## src/rtl/mem_port_arbiter_pkg.sv

```systemverilog
// Shared constants and state encoding for the two-port memory arbiter.
// Used by the arbiter top and its busy/timeout timer.
package mem_port_arbiter_pkg;

    localparam int         XLEN         = 32;
    localparam logic [2:0] STARVE_LIMIT = 3'd4;
    localparam logic [7:0] TIMEOUT      = 8'd255;
    localparam logic [2:0] FUNCT3_WORD  = 3'b010;

    typedef enum logic [1:0] {
        ST_IDLE    = 2'd0,
        ST_IF_BUSY = 2'd1,
        ST_D_BUSY  = 2'd2
    } state_t;

endpackage

```

## src/rtl/mem_arb_timer.sv

```systemverilog
// Busy-cycle counter for the arbiter; flags the busy cycle that would
// bring the count to TIMEOUT so the owner can be released on that edge.
module mem_arb_timer
    import mem_port_arbiter_pkg::*;
(
    input  logic clk,
    input  logic rst,
    input  logic clear,
    input  logic inc,
    output logic expired
);

    logic [7:0] r_cnt;

    always_ff @(posedge clk) begin
        if (rst) begin
            r_cnt <= '0;
        end else if (clear) begin
            r_cnt <= '0;
        end else if (inc && (r_cnt != TIMEOUT)) begin
            r_cnt <= r_cnt + 8'd1;
        end
    end

    assign expired = inc && (r_cnt == (TIMEOUT - 8'd1));

endmodule

```

## src/rtl/mem_port_arbiter.sv

```systemverilog
// Arbitrates a fetch port and a data port onto one memory port, data first,
// with a starvation guard for fetch and a busy timeout that sets a sticky err.
module mem_port_arbiter
    import mem_port_arbiter_pkg::*;
(
    input  logic            clk,
    input  logic            rst,
    input  logic            enable,
    input  logic            if_req,
    input  logic [XLEN-1:0] if_addr,
    output logic [XLEN-1:0] if_rdata,
    output logic            if_valid,
    output logic            if_stall,
    input  logic            d_rd,
    input  logic            d_wr,
    input  logic [XLEN-1:0] d_addr,
    input  logic [XLEN-1:0] d_wdata,
    input  logic [2:0]      d_funct3,
    output logic [XLEN-1:0] d_rdata,
    output logic            d_valid,
    output logic            d_stall,
    output logic            mem_req,
    output logic            mem_we,
    output logic [XLEN-1:0] mem_addr,
    output logic [XLEN-1:0] mem_wdata,
    output logic [2:0]      mem_funct3,
    input  logic [XLEN-1:0] mem_rdata,
    input  logic            mem_ready,
    output logic            err
);

    state_t          r_state;
    logic [2:0]      r_starve;
    logic            r_mem_req;
    logic            r_mem_we;
    logic [XLEN-1:0] r_mem_addr;
    logic [XLEN-1:0] r_mem_wdata;
    logic [2:0]      r_mem_funct3;
    logic [XLEN-1:0] r_if_rdata;
    logic [XLEN-1:0] r_d_rdata;
    logic            r_if_valid;
    logic            r_d_valid;
    logic            r_err;

    logic w_d_pend;
    logic w_busy;
    logic w_idle_go;
    logic w_grant_d;
    logic w_grant_f;
    logic w_expired;
    logic w_done;

    assign w_d_pend  = d_rd | d_wr;
    assign w_busy    = (r_state != ST_IDLE);
    assign w_idle_go = (r_state == ST_IDLE) && enable;
    // Data wins unless fetch has been passed over STARVE_LIMIT times in a row.
    assign w_grant_d = w_idle_go && w_d_pend && !(if_req && (r_starve == STARVE_LIMIT));
    assign w_grant_f = w_idle_go && if_req && !w_grant_d;
    assign w_done    = w_busy && (mem_ready || w_expired);

    mem_arb_timer u_timer (
        .clk     (clk),
        .rst     (rst),
        .clear   (w_grant_d | w_grant_f),
        .inc     (w_busy),
        .expired (w_expired)
    );

    always_ff @(posedge clk) begin
        if (rst) begin
            r_state      <= ST_IDLE;
            r_starve     <= '0;
            r_mem_req    <= 1'b0;
            r_mem_we     <= 1'b0;
            r_mem_addr   <= '0;
            r_mem_wdata  <= '0;
            r_mem_funct3 <= '0;
            r_if_rdata   <= '0;
            r_d_rdata    <= '0;
            r_if_valid   <= 1'b0;
            r_d_valid    <= 1'b0;
            r_err        <= 1'b0;
        end else begin
            r_if_valid <= 1'b0;
            r_d_valid  <= 1'b0;
            case (r_state)
                ST_IDLE: begin
                    if (w_grant_d) begin
                        r_state      <= ST_D_BUSY;
                        r_mem_req    <= 1'b1;
                        r_mem_we     <= d_wr;
                        r_mem_addr   <= d_addr;
                        r_mem_wdata  <= d_wdata;
                        r_mem_funct3 <= d_funct3;
                        if (if_req && (r_starve != STARVE_LIMIT)) begin
                            r_starve <= r_starve + 3'd1;
                        end
                    end else if (w_grant_f) begin
                        r_state      <= ST_IF_BUSY;
                        r_mem_req    <= 1'b1;
                        r_mem_we     <= 1'b0;
                        r_mem_addr   <= if_addr;
                        r_mem_wdata  <= '0;
                        r_mem_funct3 <= FUNCT3_WORD;
                        r_starve     <= '0;
                    end
                end
                ST_IF_BUSY, ST_D_BUSY: begin
                    if (w_done) begin
                        r_state   <= ST_IDLE;
                        r_mem_req <= 1'b0;
                        // Writes and timeouts return zero data to the owner.
                        if (r_state == ST_IF_BUSY) begin
                            r_if_valid <= 1'b1;
                            r_if_rdata <= (mem_ready && !r_mem_we) ? mem_rdata : '0;
                        end else begin
                            r_d_valid <= 1'b1;
                            r_d_rdata <= (mem_ready && !r_mem_we) ? mem_rdata : '0;
                        end
                        if (!mem_ready) begin
                            r_err <= 1'b1;
                        end
                    end
                end
                default: begin
                    r_state   <= ST_IDLE;
                    r_mem_req <= 1'b0;
                end
            endcase
        end
    end

    assign mem_req    = r_mem_req;
    assign mem_we     = r_mem_we;
    assign mem_addr   = r_mem_addr;
    assign mem_wdata  = r_mem_wdata;
    assign mem_funct3 = r_mem_funct3;
    assign if_rdata   = r_if_rdata;
    assign d_rdata    = r_d_rdata;
    assign if_valid   = r_if_valid;
    assign d_valid    = r_d_valid;
    assign err        = r_err;
    assign if_stall   = if_req & ~r_if_valid;
    assign d_stall    = w_d_pend & ~r_d_valid;

endmodule

```

## config.mk

```make
export PLATFORM = sky130hd
export DESIGN_NAME = mem_port_arbiter
export DESIGN_NICKNAME = d
export VERILOG_FILES = /design/src/rtl/mem_port_arbiter_pkg.sv /design/src/rtl/mem_arb_timer.sv /design/src/rtl/mem_port_arbiter.sv
export SDC_FILE = /design/constraint.sdc
export NUM_CORES = 1
export LEC_CHECK = 0
export CAP_MARGIN = 5
export CORE_MARGIN = 2
export CORE_UTILIZATION = 41
export CTS_BUF_LIST = sky130_fd_sc_hd__clkbuf_2 sky130_fd_sc_hd__clkbuf_4 sky130_fd_sc_hd__clkbuf_8
export CTS_CLUSTER_SIZE = 12
export DETAILED_ROUTE_END_ITERATION = 16
export PLACE_DENSITY = 0.82
export SLEW_MARGIN = 30
export SYNTH_ARGS = -nofsm -noshare
export SYNTH_HDL_FRONTEND = slang
export SYNTH_SLANG_ARGS = --single-unit
```

## constraint.sdc

```tcl
create_clock -name clk -period 2.4 [get_ports clk]
set_clock_uncertainty 0.1 [all_clocks]
set_input_delay 0.24 -clock clk [delete_from_list [all_inputs] [get_ports clk]]
set_output_delay 0.24 -clock clk [all_outputs]
set_load 0.005 [all_outputs]
```

Word level (Yosys, flattened, before mapping)
Cells that the tools add are included.
- bitwise logic cells: 10
- equality and inequality tests: 9
- mux-type cells: 22
- reduce and logical (&&, ||, !) cells: 27
- add/subtract/negate cells: 2
- operators with widths (cell ; number):
    $mux 32 ; 5
    $mux 3 ; 5
    $reduce_and 3->1 ; 4
    $logic_and 1x1->1 ; 11
    $add 8x1->8 const B ; 1
    $eq 8x8->1 const B ; 1
    $ne 8x8->1 const B ; 1
    $mux 1 ; 7
    $mux 2 ; 3
    $ne 3x3->1 const B ; 2
    $not 1->1 ; 6
    $pmux 2 s2 ; 1
    $reduce_and 2->1 ; 2
    $reduce_bool 2->1 ; 2
    $reduce_or 2->1 ; 2
    $add 3x1->3 const B ; 1
    $eq 3x3->1 const B ; 1
    $logic_not 1->1 ; 3
    $reduce_or 3->1 ; 1
    $and 1x1->1 ; 2
    $eq 2x1->1 const B ; 1
    $eq 2x2->1 const B ; 1
    $logic_not 2->1 ; 1
    $ne 2x1->1 const B ; 1
    other kinds (4) ; 5
- bits of input ports: 138
- flip-flop bits (word level): 149
- output and inout bits: 138
- logic and storage cells: 83

Longest topological paths before layout
- word-level depth: 9
- gate-level depth with buffers: 9
- mapped depth without buffers: 6

Hierarchy
A second synthesis with hierarchy kept.
- cells, all modules: 653
- area, all modules: 5916.9 sq um
- by module, submodules not included (module ; instances ; cells an instance ; area each (sq um) ; sequential area each (sq um)):
    mem_port_arbiter ; 1 ; 602 ; 5457.7 ; 2822.7
    mem_arb_timer ; 1 ; 51 ; 459.2 ; 160.2

Least setup slack after synthesis
No wires, ideal clock.
- kind: reg-to-reg
- start point: register r_state[0]
- end point: register r_d_rdata[10], in the netlist d_rdata[10]
- buffers on the path: 1
- required time: 2.241 ns
- library setup time: 0.059 ns
- arrival time: 1.653 ns
- setup slack: 0.588 ns
- cell stages (with the launch flop): 8
- period minus slack after synthesis: 1.812 ns
- cells stage by stage: dfxtp_1 inv_1 ha_1 nand2b_1 or3_1 nor2_1 buf_2 a22o_1
- longest elaborated chain between the ends: 5
- elaborated cells between the ends (all ways): 9
- those cells by class: eq/ne (2); bitwise (1); reduce/logical (6)
- ends and longest elaborated chain (what ; line ; source):
    start, declared ; mem_port_arbiter.sv:32 ; state_t r_state;
    start signal, assigned ; mem_port_arbiter.sv:71 ; r_state <= ST_IDLE;
    start signal, assigned ; mem_port_arbiter.sv:89 ; r_state <= ST_D_BUSY;
    start signal, assigned ; mem_port_arbiter.sv:99 ; r_state <= ST_IF_BUSY;
    $reduce_bool 2->1 ; mem_port_arbiter.sv:54 ; assign w_busy = (r_state != ST_IDLE);
    $logic_and 1x1->1 ; mem_arb_timer.sv:25 ; assign expired = inc && (r_cnt == (TIMEOUT - 8'd1));
    $logic_or 1x1->1 ; mem_port_arbiter.sv:59 ; assign w_done = w_busy && (mem_ready || w_expired);
    $logic_and 1x1->1 ; mem_port_arbiter.sv:59 ;
    $reduce_and 3->1 (no line) (*) ; n/a ;
    end signal, assigned ; mem_port_arbiter.sv:118 ; r_d_rdata <= (mem_ready && !r_mem_we) ? mem_rdata : '0;
    end, declared ; mem_port_arbiter.sv:40 ; logic [XLEN-1:0] r_d_rdata;
Every way passes the cells marked *; elsewhere a longest branch is shown, timed or not.
A chain may end at the register's enable or synchronous reset.

Worst setup path after layout
- start point: register r_state[1]
- end point: register r_mem_wdata[8], in the netlist mem_wdata[8]
- longest elaborated chain between the ends: 8
- elaborated cells between the ends (all ways): 10
- those cells by class: mux (1); reduce/logical (9)
- ends and longest elaborated chain (what ; line ; source):
    $logic_not 2->1 (*) ; mem_port_arbiter.sv:55, mem_port_arbiter.sv:86 ;
    $logic_and 1x1->1 ; mem_port_arbiter.sv:55 ; assign w_idle_go = (r_state == ST_IDLE) && enable;
    $logic_and 1x1->1 (2 in a row) ; mem_port_arbiter.sv:57 ; assign w_grant_d = w_idle_go && w_d_pend && !(if_req && (r_starve == STARVE_LIMIT));
    $logic_not 1->1 ; mem_port_arbiter.sv:58 ; assign w_grant_f = w_idle_go && if_req && !w_grant_d;
    $logic_and 1x1->1 ; mem_port_arbiter.sv:58 ;
    $reduce_bool 2->1 (no line) ; n/a ;
    $reduce_and 2->1 (no line) ; n/a ;
    end signal, assigned ; mem_port_arbiter.sv:93 ; r_mem_wdata <= d_wdata;
    end, declared ; mem_port_arbiter.sv:37 ; logic [XLEN-1:0] r_mem_wdata;
Marked as above.

==> flow_summary.toml <==
[setup_path]
cp-end-kind = "flip-flop"
cp.arrival_ns = 2.44
r2r_slack_ns = 0.23
crit_chain = "inv_1, ha_1, nand2_1, a311o_2, nor2_8, a22o_1"
path_buf_inv = 1
reg2regPathDepth = 6
reg2reg_from = "r_state[1]"
cp.required_ns = 2.67
regToRegEndpoint = "mem_wdata[8]"
max_stage_delay_ns = 0.50
crit_path_start_kind = "flip-flop"
path_depth = 6
crit_type = "reg -> reg"
critPathMaxFanout = 35
critical-path-top-delay-family = "compound AO/OA/AOI/OAI gates"
crit_path_top_delay_cell = "a311o_2"

[clock_network]
cts_hold_buf = 0
path_clk_slew_ns = 0.08
ctsHtreeMaxLevel = 4
cts_sinks = 149
tritoncts = "built"
cts_resized = 0
clk_path_buf_depth = 2
clock_latency_ns = 0.44
ctsRootBufferMaster = "clkbuf_8"
cts_setup_buffers = 0
cts_buffers = 17

[yosys]
ys_seq_area_share_pct = 55.6
synth_edf_count = 0
synth.yosys.warnings = 0
async_flop_share_pct = 0
yosys_most_used_dff = "dfxtp_1"
syn_inst = 519
yosys_register_bits = 149
ys_types = 43
avgSynthCellArea_um2 = 10.3
syn-num-nets = 663
syn_area_um2 = 5360

[pwr]
power.density_nw_per_um2 = 658
p_leak_nw = 3.26
ir_worst_vdd_v = 0.000318

[global_route]
antenna_found_initial = 0
grt_pass1_wl_mm = 25.7
grt-ovfl-total = 0
grt_pass1_vias = 5039
grt_start_max_net_pins = 57
grt_usage_pct = 22.9

[detailed_routing]
via_per_inst = 5.36
wl_per_cell_um = 17.1
wl_mm = 16.5
vias = 5168
dr.pass1.iters = 4
ant_nets = 0
drc_errors = 0
drtIter0Drc = 308

[cells_and_area]
final_util_pct = 68.4
drive_above_1_share_pct = 6.81
fill_cells = 952
area_growth_pct = 61.5
final_area_um2 = 8660
final_nets = 926
diodes = 0

[place]
placed_area_um2 = 8260
gp_congestion = 0.824
portBuffers = 275
dp_hpwl_mm = 12.1

[die]
die_h_um = 118
dieWidth_um = 118
die-area_um2 = 14000
floorplan.initialDensity_pct = 42.3
core_area_um2 = 12700
rows = 41
ios = 276

[outcome]
status = "complete, no violations"

[timing]
rsz0062_at_grt = "false"
drv_slew = 0
max_slew.worst_pin.slew_ns = 0.479
hold_viol = 0
setup_viol = 0
setup_tns_ns = 0
clock.fmax_mhz = 461
fin_crit_sh_pct = 90.4
finalCriticalPeriod_ns = 2.17
slew-limit-headroom_pct = 68.1

[flow_run]
cap_violations = 0

[worst_hold_path]
hold_end = "mem_we"
min_path_type = "in -> reg"
worstHoldPathCells = 2
worstHoldStart = "rst"
-- report_power, final --
group	leakage (nW)	switching (W)	internal, W	total, W
registers	1.21	0.0000879	0.00262	0.00271
clock network	0.208	0.000895	0.00106	0.00196
logic	1.84	0.000416	0.000612	0.00103
-- kinds of logic (layout without fill, tap and decap cells) --
family | after synthesis | in the layout | share of synthesized area [%]
and+or+nand+nor | 155 | 155 | 12.6
AOI/OAI and AO/OA | 154 | 154 | 24.7
DFF | 149 | 149 | 55.6
buffers and inverters | 50 | 324 | 4.85
adders and majority gates | 6 | 6 | 1.40
xor gates and xnor gates | 3 | 3 | 0.490
muxes | 2 | 2 | 0.397
-- layout by cell type (no fill, tap or decap), types with 2 or more instances in the layout --
master	synthesis	layout
clkdlybuf4s50_1	0	274
dfxtp_1	149	149
a22o_1	98	98
nand2_1	72	72
nor2_1	52	51
a311oi_1	32	32
clkbuf_8	0	22
inv_1	7	7
buf_4	9	7
ha_1	6	6
nor3_1	5	5
buf_12	0	5
nor2b_1	5	4
nand3_1	4	4
a31oi_1	4	4
nand2b_1	3	3
and3_1	3	3
or3_1	3	3
a21oi_1	3	3
xnor2_1	3	3
a211oi_1	3	3
nor2b_2	1	2
a21oi_2	2	2
o311ai_0	2	2
clkinv_2	0	2
bufinv_16	0	2
-- registers in the layout (all words and copies together) (netlist names) --
name	cells
r_starve	3
mem_funct3	3
d_rdata	32
r_state	2
u_timer.r_cnt	8
d_valid	1
if_rdata	32
err	1
mem_addr	32
mem_we	1
mem_req	1
mem_wdata	32
if_valid	1
-- per-stage QoR --
step / power, W / hold WS, ns / setup slack (ns) / cells
6_report: 0.00570 / 0.0837 / 0.230 / 965
4_1_cts: 0.00575 / 0.0608 / 0.225 / 965
2_1_floorplan: 0.00316 / 0.265 / 0.588 / 519
5_1_grt: 0.00595 / 0.0638 / 0.0674 / 965
3_5_place_dp: 0.00379 / 0.354 / 0.0884 / 935
3_3_place_gp: 0.00376 / 0.355 / 0.155 / 935
-- layout make-up --
type / instances / area, um2 / area share (%)
inverter: 7 / 26.3 / 0.303
multi-input combinational: 320 / 2130 / 24.6
tap: 172 / 215 / 2.48
timing repair buffer: 287 / 2900 / 33.5
sequential: 149 / 2980 / 34.4
clock buffer: 23 / 310 / 3.58
clock inverter: 7 / 95.1 / 1.10
-- synth_stat cells (4+ instances only) --
library cell  number  area share, %
a31oi_1            4           0.47
buf_4              9            1.3
ha_1               6            1.4
nor3_1             5           0.47
clkbuf_1          11           0.77
dfxtp_1          149             56
a22o_1            98             16
nor2b_1            5           0.58
nand2_1           72            5.0
nor2_1            52            3.6
a311oi_1          32            5.2
buf_2             19            1.8
nand3_1            4           0.37
inv_1              7           0.49
-- per-layer routing --
metal | vias up | GRT usage [%] | share of wire [%]
li1 | 2429 | - | -
met1 | 2473 | 25.9 | 40
met2 | 238 | 38.8 | 49
met3 | 28 | 7.92 | 8.6
met4 | 0 | 9.94 | 2.4
met5 | - | 0 | 0
-- how the worst max path moves through the flow --
stage / to / startpoint / slack [ns]
2_1_floorplan: d_rdata[10] / r_state[0] / 0.59
3_3_place_gp: r_state[1] / d_wr / 0.15
3_5_place_dp: r_state[1] / d_wr / 0.09
4_1_cts: mem_wdata[8] / r_state[1] / 0.23
5_1_grt: r_state[1] / r_state[1] / 0.07
6_report: mem_wdata[8] / r_state[1] / 0.23
-- worst register-to-register path, stage by stage (launching register included) --
cell and delay (ns):
dfxtp_1 0.30, inv_1 0.09, ha_1 0.32, nand2_1 0.09, a311o_2 0.50, nor2_8 0.45
a22o_1 0.25
(Power assumes the default switching activity.)
